File: config.mk
export PLATFORM = sky130hd
export DESIGN_NAME = ushift_ser_ctrl
export DESIGN_NICKNAME = d
export VERILOG_FILES = /design/src/rtl/ushift_ser_ctrl_pkg.sv /design/src/rtl/ushift_ser_ctrl_bit_cnt.sv /design/src/rtl/ushift_ser_ctrl.sv
export SDC_FILE = /design/constraint.sdc
export NUM_CORES = 1
export LEC_CHECK = 0
export CORE_MARGIN = 2
export CORE_UTILIZATION = 30
export DETAILED_ROUTE_END_ITERATION = 10
export DONT_BUFFER_PORTS = 1
export PLACE_DENSITY = 0.46
export SYNTH_ARGS = -nofsm -noshare
export SYNTH_HDL_FRONTEND = slang
export SYNTH_SLANG_ARGS = --single-unit
File: constraint.sdc
create_clock -name clk -period 1.45 [get_ports clk]
set_input_delay 0.145 -clock clk [delete_from_list [all_inputs] [get_ports clk]]
set_output_delay 0.145 -clock clk [all_outputs]
set_load 0.02 [all_outputs]
File: src/rtl/ushift_ser_ctrl_pkg.sv
// Shared definitions for the ushift_4 sequencers: register select codes
// and controller state encodings, reused by any future serial receiver.
package ushift_pkg;

   localparam logic [1:0] SEL_HOLD = 2'b00;
   localparam logic [1:0] SEL_SHR  = 2'b01;
   localparam logic [1:0] SEL_SHL  = 2'b10;
   localparam logic [1:0] SEL_LOAD = 2'b11;

   typedef enum logic [2:0] {
      ST_IDLE   = 3'd0,
      ST_LOAD   = 3'd1,
      ST_SHIFT  = 3'd2,
      ST_PARITY = 3'd3,
      ST_DONE   = 3'd4
   } state_t;

   // MSB-first frames shift left so the top bit reaches the serial tap first.
   function automatic logic [1:0] shift_sel(input logic msb_first);
      return msb_first ? SEL_SHL : SEL_SHR;
   endfunction

endpackage

File: src/rtl/ushift_ser_ctrl_bit_cnt.sv
// Modulo-WIDTH bit counter with enable, synchronous clear and a
// terminal-count flag marking the last bit position of a frame.
module ushift_bit_cnt #(
   parameter int WIDTH = 4,
   localparam int CW = (WIDTH > 1) ? $clog2(WIDTH) : 1
) (
   input  logic          clk,
   input  logic          clear_b,
   input  logic          en,
   input  logic          clr,
   output logic [CW-1:0] cnt,
   output logic          tc
);

   localparam logic [CW-1:0] LAST = CW'(WIDTH - 1);

   assign tc = (cnt == LAST);

   // Count enabled cycles, returning to zero after the last position.
   always_ff @(posedge clk or negedge clear_b) begin
      if (!clear_b) begin
         cnt <= '0;
      end else if (clr) begin
         cnt <= '0;
      end else if (en) begin
         cnt <= tc ? '0 : cnt + CW'(1);
      end
   end

endmodule

File: src/rtl/ushift_ser_ctrl.sv
// Parallel-to-serial sequencer for the ushift_4 universal shift register.
// Loads a captured word into the register, shifts it out one bit per
// cycle (LSB- or MSB-first) and pulses done at the end of each frame.
// Optional: define USHIFT_SER_CTRL_PARITY_EN to append an even-parity bit.
module ushift_ser_ctrl
   import ushift_pkg::*;
#(
   parameter int WIDTH = 4
) (
   input  logic             clk,
   input  logic             clear_b,
   input  logic [WIDTH-1:0] data_in,
   input  logic             data_valid,
   input  logic             dir,
   input  logic             fill_bit,
   input  logic [WIDTH-1:0] a_par,
   output logic             data_ready,
   output logic [1:0]       sel,
   output logic [WIDTH-1:0] i_par,
   output logic             msb_in,
   output logic             lsb_in,
   output logic             ser_out,
   output logic             ser_valid,
   output logic             done
);

   localparam int CW = (WIDTH > 1) ? $clog2(WIDTH) : 1;

   state_t           state;
   state_t           state_next;
   logic [WIDTH-1:0] word_q;
   logic             dir_q;
   logic             last_bit;
   logic [CW-1:0]    cnt_unused;
   logic             unused_a_par;

   // Only the two end taps of the register are observed.
   assign unused_a_par = ^a_par;

   ushift_bit_cnt #(.WIDTH(WIDTH)) u_bit_cnt (
      .clk     (clk),
      .clear_b (clear_b),
      .en      (state == ST_SHIFT),
      .clr     (state == ST_LOAD),
      .cnt     (cnt_unused),
      .tc      (last_bit)
   );

   // State register plus word/direction capture on an accepted handshake.
   always_ff @(posedge clk or negedge clear_b) begin
      if (!clear_b) begin
         state  <= ST_IDLE;
         word_q <= '0;
         dir_q  <= 1'b0;
      end else begin
         state <= state_next;
         if (state == ST_IDLE && data_valid) begin
            word_q <= data_in;
            dir_q  <= dir;
         end
      end
   end

   // Next-state logic and Moore outputs decoded from the current state.
   always_comb begin
      state_next = state;
      data_ready = 1'b0;
      sel        = SEL_HOLD;
      i_par      = '0;
      msb_in     = 1'b0;
      lsb_in     = 1'b0;
      ser_out    = 1'b0;
      ser_valid  = 1'b0;
      done       = 1'b0;
      case (state)
         ST_IDLE: begin
            data_ready = 1'b1;
            if (data_valid) begin
               state_next = ST_LOAD;
            end
         end
         ST_LOAD: begin
            sel        = SEL_LOAD;
            i_par      = word_q;
            state_next = ST_SHIFT;
         end
         ST_SHIFT: begin
            sel       = shift_sel(dir_q);
            msb_in    = fill_bit;
            lsb_in    = fill_bit;
            ser_valid = 1'b1;
            ser_out   = dir_q ? a_par[WIDTH-1] : a_par[0];
            if (last_bit) begin
`ifdef USHIFT_SER_CTRL_PARITY_EN
               state_next = ST_PARITY;
`else
               state_next = ST_DONE;
`endif
            end
         end
`ifdef USHIFT_SER_CTRL_PARITY_EN
         ST_PARITY: begin
            ser_valid  = 1'b1;
            ser_out    = ^word_q;
            state_next = ST_DONE;
         end
`endif
         ST_DONE: begin
            done       = 1'b1;
            state_next = ST_IDLE;
         end
         default: begin
            state_next = ST_IDLE;
         end
      endcase
   end

endmodule

# --- Yosys cells after proc, flatten, opt, wreduce, memory -nomap -nowiden ---
# Cells that the tools add are included.
word_totals:
  ff_bits: 10
  input_bits: 13
  output_inout_bits: 12
  word_cells: 30
classes:
  n_addsub: 1
  eq_ne: 6
  muxes: 15
  n_reduce_logical: 4
ops:
  columns: ["op", "n"]
  rows:
  - ["case mux 3 bit (3 select lines)", 1]
  - ["2-to-1 mux 2 bit", 4]
  - ["2-to-1 mux 1 bit", 6]
  - ["2-to-1 mux 3 bit", 2]
  - ["2-to-1 mux 4 bit", 1]
  - ["inequality test 2 bit, second input constant", 2]
  - ["case mux 2 bit (2 select lines)", 1]
  - ["== test 3 x 1 -> 1 bit, second input constant", 1]
  - ["== test 3 x 2 -> 1 bit, second input constant", 1]
  - ["== test 3 bit, second input constant", 1]
  - ["zero test 3 bit", 1]
  - ["adder 2 x 1 -> 2 bit, second input constant", 1]
  - ["== test 2 bit, second input constant", 1]
  - ["AND reduction 2 bit", 1]
  - ["nonzero test 2 bit", 1]
  - ["logical AND 1 bit", 1]

# --- Depth between registers and ports, before layout ---
# Gate-level depths: netlist of run 1.
logic_depth:
  word_depth: 4
  depth_mapped: 5
  mapped_depth_nobuf: 4

# --- Modules after synthesis ---
# From an unflattened synthesis of run 1, not the netlist that was laid out.
unflattened:
  cells_unflattened: 45
  area_unflattened_um2: 539.3
by_module_without_submodules:
  columns: ["module", "instances", "cells_per_inst", "area_per_inst_um2", "seq_area_each_um2"]
  rows:
  - ["ushift_ser_ctrl", 1, 37, 439.2, 200.2]
  - ["ushift_bit_cnt", 1, 8, 100.1, 50.0]

# --- Worst setup path before layout of run 1 ---
# Ideal clock, no wire load.
synth_path:
  kind: "register to output"
  start: "register state[0]"
  end: "output msb_in"
  t_arrival_ns: 1.574
  required_time_ns: 1.305
  slack_ns: -0.269
  stages_incl_launch_ff: 5
  n_path_buf: 2
  cell_sequence: "dfrtp_1 buf_6 nor3_1 and2_1 buf_4"
synth_via:
  elab_chain_len: 2
synth_lines:
  columns: ["element", "line_no", "rtl"]
  rows:
  - ["start, declared", "ushift_ser_ctrl.sv:29", "state_t state;"]
  - ["start signal, assigned", "ushift_ser_ctrl.sv:56", "state <= state_next;"]
  - ["== test 3 x 2 -> 1 bit", null, null]
  - ["2-to-1 mux 1 bit", null, null]
  - ["end, declared", "ushift_ser_ctrl.sv:20", "output logic msb_in,"]
# No other way between the ends.

# --- Worst setup path after layout of run 1 ---
# Ends and elaborated chain as after synthesis.

==> results by group, run 1 <==
Place
  • Placement Setup Slack: 0.117 ns
  • Cells after DPL: 85
  • GP Congestion: 0.676
  • IO buf count: 0
  • Final HPWL DP: 826 um

Global route
  • M2 GR Usage: 0.162
  • Met3 track demand over resource: 0.0755
  • Grt peak-use layer: met2
  • Initial antenna violation count: 0
  • GRT Residual Overflow: 0
  • Overall track demand over capacity in global routing: 0.117
  • Largest net degree at the start of global routing: 12
  • Vias in the first global route: 370
  • Grt met1 use: 0.151
  • Global-route wire length before repair: 1.75 mm

Synth
  • Post-synth EDFFs: 0
  • Syn nets: 64
  • Synth top area share: 0.438
  • Synth Flop Type: dfrtp_1
  • Mapped Cells: 50
  • Seq cells post-synth: 10
  • Synth top cells by count: dfrtp_1 (10), a21oi_1 (5), mux2_4 (5), nor3b_1 (5), nand2_1 (4)
  • Count of different cell masters after synthesis: 23
  • Mean Syn Cell Area: 11.4 sq um
  • Area leader, netlist: dfrtp_1
  • Synth area leaders: dfrtp_1 (44%), mux2_4 (13%), nor3b_1 (6.6%)
  • Register area share after synthesis: 0.438
  • Total number of yosys warnings: 0
  • Synthesized area: 572 sq um
  • Synth async-reset ratio: 1.00
  • Most common cell in the synthesized netlist: dfrtp_1

Routing
  • # DRC: 0
  • Final WL: 1.20 mm
  • ANT nets after route: 0
  • Via count: 425
  • Via density: 4.52
  • Avg WL per Cell: 12.7 um
  • Initial drt markers: 4
  • DRT Pass-1 Iters: 2

Clocking
  • CTS tree: done
  • Worst-Skew Late Latency: 0.26 ns
  • Reg clk slew, reported paths: 0.06 ns
  • TritonCTS buffer count: 3
  • Clk buf depth: 2
  • TritonCTS Sinks: 10
  • CTS root buf: clkbuf_4
  • CTS H-tree depth: 1

Setup path
  • Crit-path max cell delay: 0.44 ns
  • CP startpoint kind: register
  • Setup CP Type: reg -> out
  • Reg2reg setup slack: 0.05 ns
  • CP required: 1.31 ns
  • FF-to-FF End: word_q[2]
  • Buf/Inv on CP: 2
  • R2R Path Start: state[0]
  • Crit path capture type: primary output
  • Top Family by Delay on Critical Path: flip-flops
  • Path depth of the worst reg2reg path: 4
  • CP Cell Sequence: buf_6, nor3_4, and2_4, buf_12
  • Maximum fanout along the worst path: 5
  • Worst EP arrival: 1.29 ns
  • Max stage delay cell, worst path: dfrtp_2

Layout
  • Antenna diodes: 0
  • Final net count: 85
  • Core Util, Final: 0.464
  • Syn-to-layout area delta: 43.1%
  • Fillers: 180
  • Layout cells sized above 1: 0.609
  • Finished Layout Cells: 94

Power and ir drop
  • Pwr Density: 2110 nW/um^2
  • Cell internal pwr: 1060 uW
  • Leak: 0.000372 uW
  • Sequential share of power: 0.290
  • Sw Ratio: 0.388
  • Switch Pwr: 671 uW
  • Peak supply drop: 1.13 mV
  • Comb power frac: 0.602
  • Clock power share: 0.108

STA
  • Worst Slack Setup Final: 0.0127 ns
  • Fmax: 0.696 GHz
  • Rel. slew slack: 0.676
  • Final Hold Violating Endpoints: 0
  • Setup TNS: 0 ns
  • Slew Limit Fails: 0
  • RSZ-0062 raised after global routing: true
  • Min cycle time layout: 1.44 ns
  • Setup violators final: 0
  • Least-Margin Pin Slew: 0.484 ns
  • Worst Skew: 0.00248 ns
  • Final period util: 0.991

Floorplanning
  • Num ports: 25
  • Core Box Area: 1760 sq um
  • DIE AREA: 2270 sq um
  • Initial core utilization: 0.324
  • Die Ht: 47.7 um
  • Die X: 47.7 um
  • # rows: 15

Run
  • Max cap viols: 0

Worst hold path
  • Hold depth: 1
  • Hold Crit Class: in -> reg
  • Hold Path End: word_q[1]
  • Hold_sp: data_in[1]

Outcome
  • Status: completed
==> worst register-to-register path, delay by kind of cell, from the launching register on <==
family / cells / cell delay, ns
buffers and inverters: 1 / 0.15
AND/OR/NAND/NOR: 2 / 0.39
flip-flops: 1 / 0.44
multiplexers: 1 / 0.31
==> routing by layer <==
metal | vias to the layer above | routed length [um]
li1 | 212 | -
met1 | 196 | 583
met2 | 15 | 512
met3 | 2 | 90
met4 | 0 | 12
met5 | - | 0
==> final cells by class <==
class / instances / area (sq um) / area share
timing repair buffer: 20 / 173 / 0.211
tap: 25 / 31.3 / 0.0382
inverter: 1 / 3.75 / 0.00459
multi-input combinational: 35 / 335 / 0.410
sequential: 10 / 253 / 0.309
clock buffer: 3 / 22.5 / 0.0275
==> cells in the final DEF (no fill, tap or decap), types with 2 or more instances in the layout <==
cell type,n
buf_4,16
dfrtp_1,8
mux2_4,5
nor3b_2,3
nand2_1,3
a21oi_1,3
clkbuf_4,3
nor3b_1,2
nor3_4,2
a21oi_2,2
nand2b_1,2
and2_4,2
o21ai_0,2
buf_6,2
dfrtp_2,2
==> per-stage QoR <==
step | instance area [sq um] | total power [uW] | hold slack [ns]
after detailed placement | 689 | 1390 | -0.150
after global placement | 689 | 1380 | -0.150
after floorplan | 583 | 1150 | -0.151
final | 818 | 1730 | 0.0265
after global routing | 818 | 1850 | 0.0112
after CTS | 783 | 1690 | 0.0205
==> cells by family after synthesis <==
family / after synthesis / share of synthesized area
compound gates: 8 / 0.0766
fa+ha+maj: 1 / 0.0219
buf+inv: 5 / 0.0810
flops: 10 / 0.438
mux: 6 / 0.149
simple gates: 20 / 0.234
==> what timing repair did <==
action	in CTS	in global routing
hold buffers	1	0
hold endpoints to repair	10	0
pin swaps	2	1
resized for setup	7	7
buffers inserted	5	0
setup endpoints to repair	10	12
==> power groups by stage <==
stage	sequential, uW	combinational, uW	clock, uW
finish	501	1040	187
global route	517	1130	211
CTS	499	997	196
detailed placement	527	862	0
global placement	524	859	0
floorplan	481	668	0
==> how the worst max path moves through the flow <==
| stage | cells after the start | from | slack (ns) | to |
|---|---|---|---|---|
| floorplan | 4 | state[1] | -0.07 | msb_in |
| global placement | 3 | state[0] | 0.13 | word_q[1] |
| CTS | 4 | state[0] | 0.006 | msb_in |
| finish | 4 | state[0] | 0.01 | msb_in |
| global route | 4 | state[0] | -0.04 | msb_in |
| detailed placement | 3 | state[0] | 0.12 | word_q[2] |
==> registers in the layout (all words and copies together), names as in the netlist <==
| name | cells |
|---|---|
| word_q | 4 |
| state | 3 |
| u_bit_cnt.cnt | 2 |
| dir_q | 1 |
No activity file was read; power rests on OpenSTA's default activity.
==> run 2, diff against run 1 <==
PLACE_DENSITY = unset   (was 0.46)
==> run 2 against run 1 <==
  * Clock power up 35%
  * Sequential share of layout area down 3.6 points
  * Critical path depth increased by 1
  * Power is 13% higher
  * Register-to-register slack about the same
  * Clock skew is essentially flat
  * Critical endpoint unchanged
  * Largest cell class unchanged
==> results by group, run 2 (synthesis results as in run 1) <==
STA
  • Fmax: 0.693 GHz (-0.42%)
  • Least-Margin Pin Slew: 0.465 ns (-0.0186 ns)
  • Worst Slack Setup Final: 0.00667 ns (-0.00607 ns)
  • Worst Skew: 0.00285 ns (+0.000368 ns)
  • Final Hold Violating Endpoints: 0 (unchanged)
  • Setup TNS: 0 ns (unchanged)
  • Rel. slew slack: 0.689 (+0.0124)
  • Slew Limit Fails: 0 (unchanged)
  • Setup violators final: 0 (unchanged)
  • RSZ-0062 raised after global routing: true
  • Final hold slack: 0.0223 ns (-0.00420 ns)
  • Min cycle time layout: 1.44 ns (+0.00607 ns)
  • Final period util: 0.995 (+0.00419)

Power and ir drop
  • Cell internal pwr: 1230 uW (+16%)
  • Clock power share: 0.129 (+0.021)
  • Pwr Density: 2120 nW/um^2 (+0.33%)
  • Switch Pwr: 734 uW (+9.3%)
  • Comb power frac: 0.614 (+0.012)
  • PnR Total Power: 1960 uW (+13%)
  • Leak: 0.000427 uW (+15%)
  • Sw Ratio: 0.374 (-0.0138)
  • Sequential share of power: 0.257 (-0.033)
  • Peak supply drop: 0.945 mV (-16%)

Layout
  • Top flop regs: word_q: 4 flops, state: 3 flops, u_bit_cnt.cnt: 2 flops
  • Core Util, Final: 0.524 (+0.0603)
  • Layout cells sized above 1: 0.671 (+0.0624)
  • Final net count: 91 (+7.1%)
  • Largest Register: word_q
  • Max reg flops: 4 (unchanged)
  • Antenna diodes: 0 (unchanged)
  • Leading cell type in the layout, fill and taps excluded: buf_4
  • Syn-to-layout area delta: 61.7%
  • Most frequent cells in the layout: buf_4 (18), dfrtp_1 (8), nor3b_2 (5), mux2_4 (5), a21oi_1 (4)

Clocking
  • Worst-Skew Late Latency: 0.26 ns (about the same)
  • CTS H-tree depth: 1 (unchanged)
  • Reg clk slew, reported paths: 0.07 ns (about the same)
  • CTS tree: done
  • CTS root buf: clkbuf_4
  • TritonCTS Sinks: 10 (unchanged)
  • Clk buf depth: 2 (unchanged)
  • TritonCTS buffer count: 3 (unchanged)

Setup path
  • Top Family by Delay on Critical Path: flip-flops
  • Crit path capture type: primary output
  • Setup crit end: msb_in
  • CP Cell Sequence: inv_2, buf_6, nor3_4, and2_4, buf_12
  • R2R Path Start: state[0]
  • CP startpoint kind: register
  • Crit. Startpoint: state[1]
  • Maximum fanout along the worst path: 4 (-1)
  • Setup CP Type: reg -> out
  • Critical path depth: 5 (+1)
  • Reg2reg setup slack: 0.05 ns (about the same)
  • Path depth of the worst reg2reg path: 4 (unchanged)
  • Max stage delay cell, worst path: dfrtp_2
  • Crit-path max cell delay: 0.39 ns (-0.05 ns)
  • Worst EP arrival: 1.30 ns (about the same)
  • Buf/Inv on CP: 3 (+1)
  • CP required: 1.31 ns (about the same)
  • FF-to-FF End: dir_q

Routing
  • ANT nets after route: 0 (unchanged)
  • # DRC: 0 (unchanged)
  • Via density: 4.85 (+7.3%)
  • Avg WL per Cell: 13.6 um (+6.8%)
  • Initial drt markers: 3 (-1)
  • Final WL: 1.38 mm (+15%)
  • DRT Pass-1 Iters: 4 (+2)
  • Via count: 490 (+15%)

Place
  • Final HPWL DP: 875 um (+5.9%)
  • Placement Setup Slack: 0.142 ns (+0.0244 ns)
  • GP Congestion: 0.729 (+7.8%)
  • IO buf count: 0 (unchanged)

Floorplanning
  • Core Box Area: 1760 sq um (unchanged)
  • DIE AREA: 2270 sq um (unchanged)
  • Initial core utilization: 0.324 (unchanged)
  • Die X: 47.7 um (unchanged)
  • # rows: 15 (unchanged)
  • Die Ht: 47.7 um (unchanged)
  • Num ports: 25 (unchanged)

Global route
  • Global-route wire length before repair: 2.17 mm (+25%)
  • Largest net degree at the start of global routing: 14 (+2)
  • Overall track demand over capacity in global routing: 0.145 (+0.0276)
  • Vias in the first global route: 493 (+33%)
  • GRT Residual Overflow: 0 (unchanged)
  • Initial antenna violation count: 0 (unchanged)

Run
  • Max cap viols: 0 (unchanged)

Worst hold path
  • Hold Crit Class: in -> reg

Outcome
  • Status: completed
-- run 2: changes by cell type in the layout (fill, tap and decap cells not counted), moves of 2 or more --
cell / delta
buf_12: +2
buf_4: +2
nor3b_1: -2
nor3b_2: +2
-- run 2: stage by stage --
stage / area, sq um / cells
global placement: 689 / 85
floorplan: 583 / 50
detailed placement: 689 / 85
finish: 925 / 101
CTS: 821 / 95
global route: 925 / 101
-- run 2: what timing repair did --
action | 4_1_cts | 5_1_grt
pin swaps | 2 | 6
gates cloned | 0 | 0
setup buffers | 5 | 6
gates resized for setup | 12 | 9
hold endpoints to repair | 10 | 0
endpoints found under the setup margin | 9 | 16
hold buffers | 1 | 0
-- run 2: routing by layer --
metal	up-vias	GRT usage	wire [um]
met5	-	0	0
met4	0	0.0541	0
met3	0	0.0566	108
met2	17	0.238	740
met1	246	0.171	526
li1	227	-	-
-- run 2: area by class of cell --
class	count	area, sq um
Tap cell	25	31.3
Inverter	1	3.75
Fill cell	179	840
Timing Repair Buffer	26	254
Multi-Input combinational cell	35	347
Clock buffer	4	36.3
Sequential cell	10	253
-- run 2: power groups by stage --
stage                     Sequential (uW)  Clock (uW)  Combinational, uW
after CTS                             498         267               1050
after floorplan                       481           0                668
final                                 503         253               1200
after global placement                515           0                852
after detailed placement              518           0                878
after global routing                  525         281               1300
-- run 2: worst min-delay path by stage --
stage                                  end  slack (ns)        from  cells past startpoint
after floorplan                      dir_q       -0.15     clear_b                      0
after global placement    u_bit_cnt.cnt[0]       -0.15     clear_b                      0
after detailed placement  u_bit_cnt.cnt[1]       -0.15     clear_b                      0
after CTS                        word_q[0]       0.009  data_in[0]                      1
after global routing             word_q[2]       0.002  data_in[2]                      1
final                            word_q[0]        0.02  data_in[0]                      1
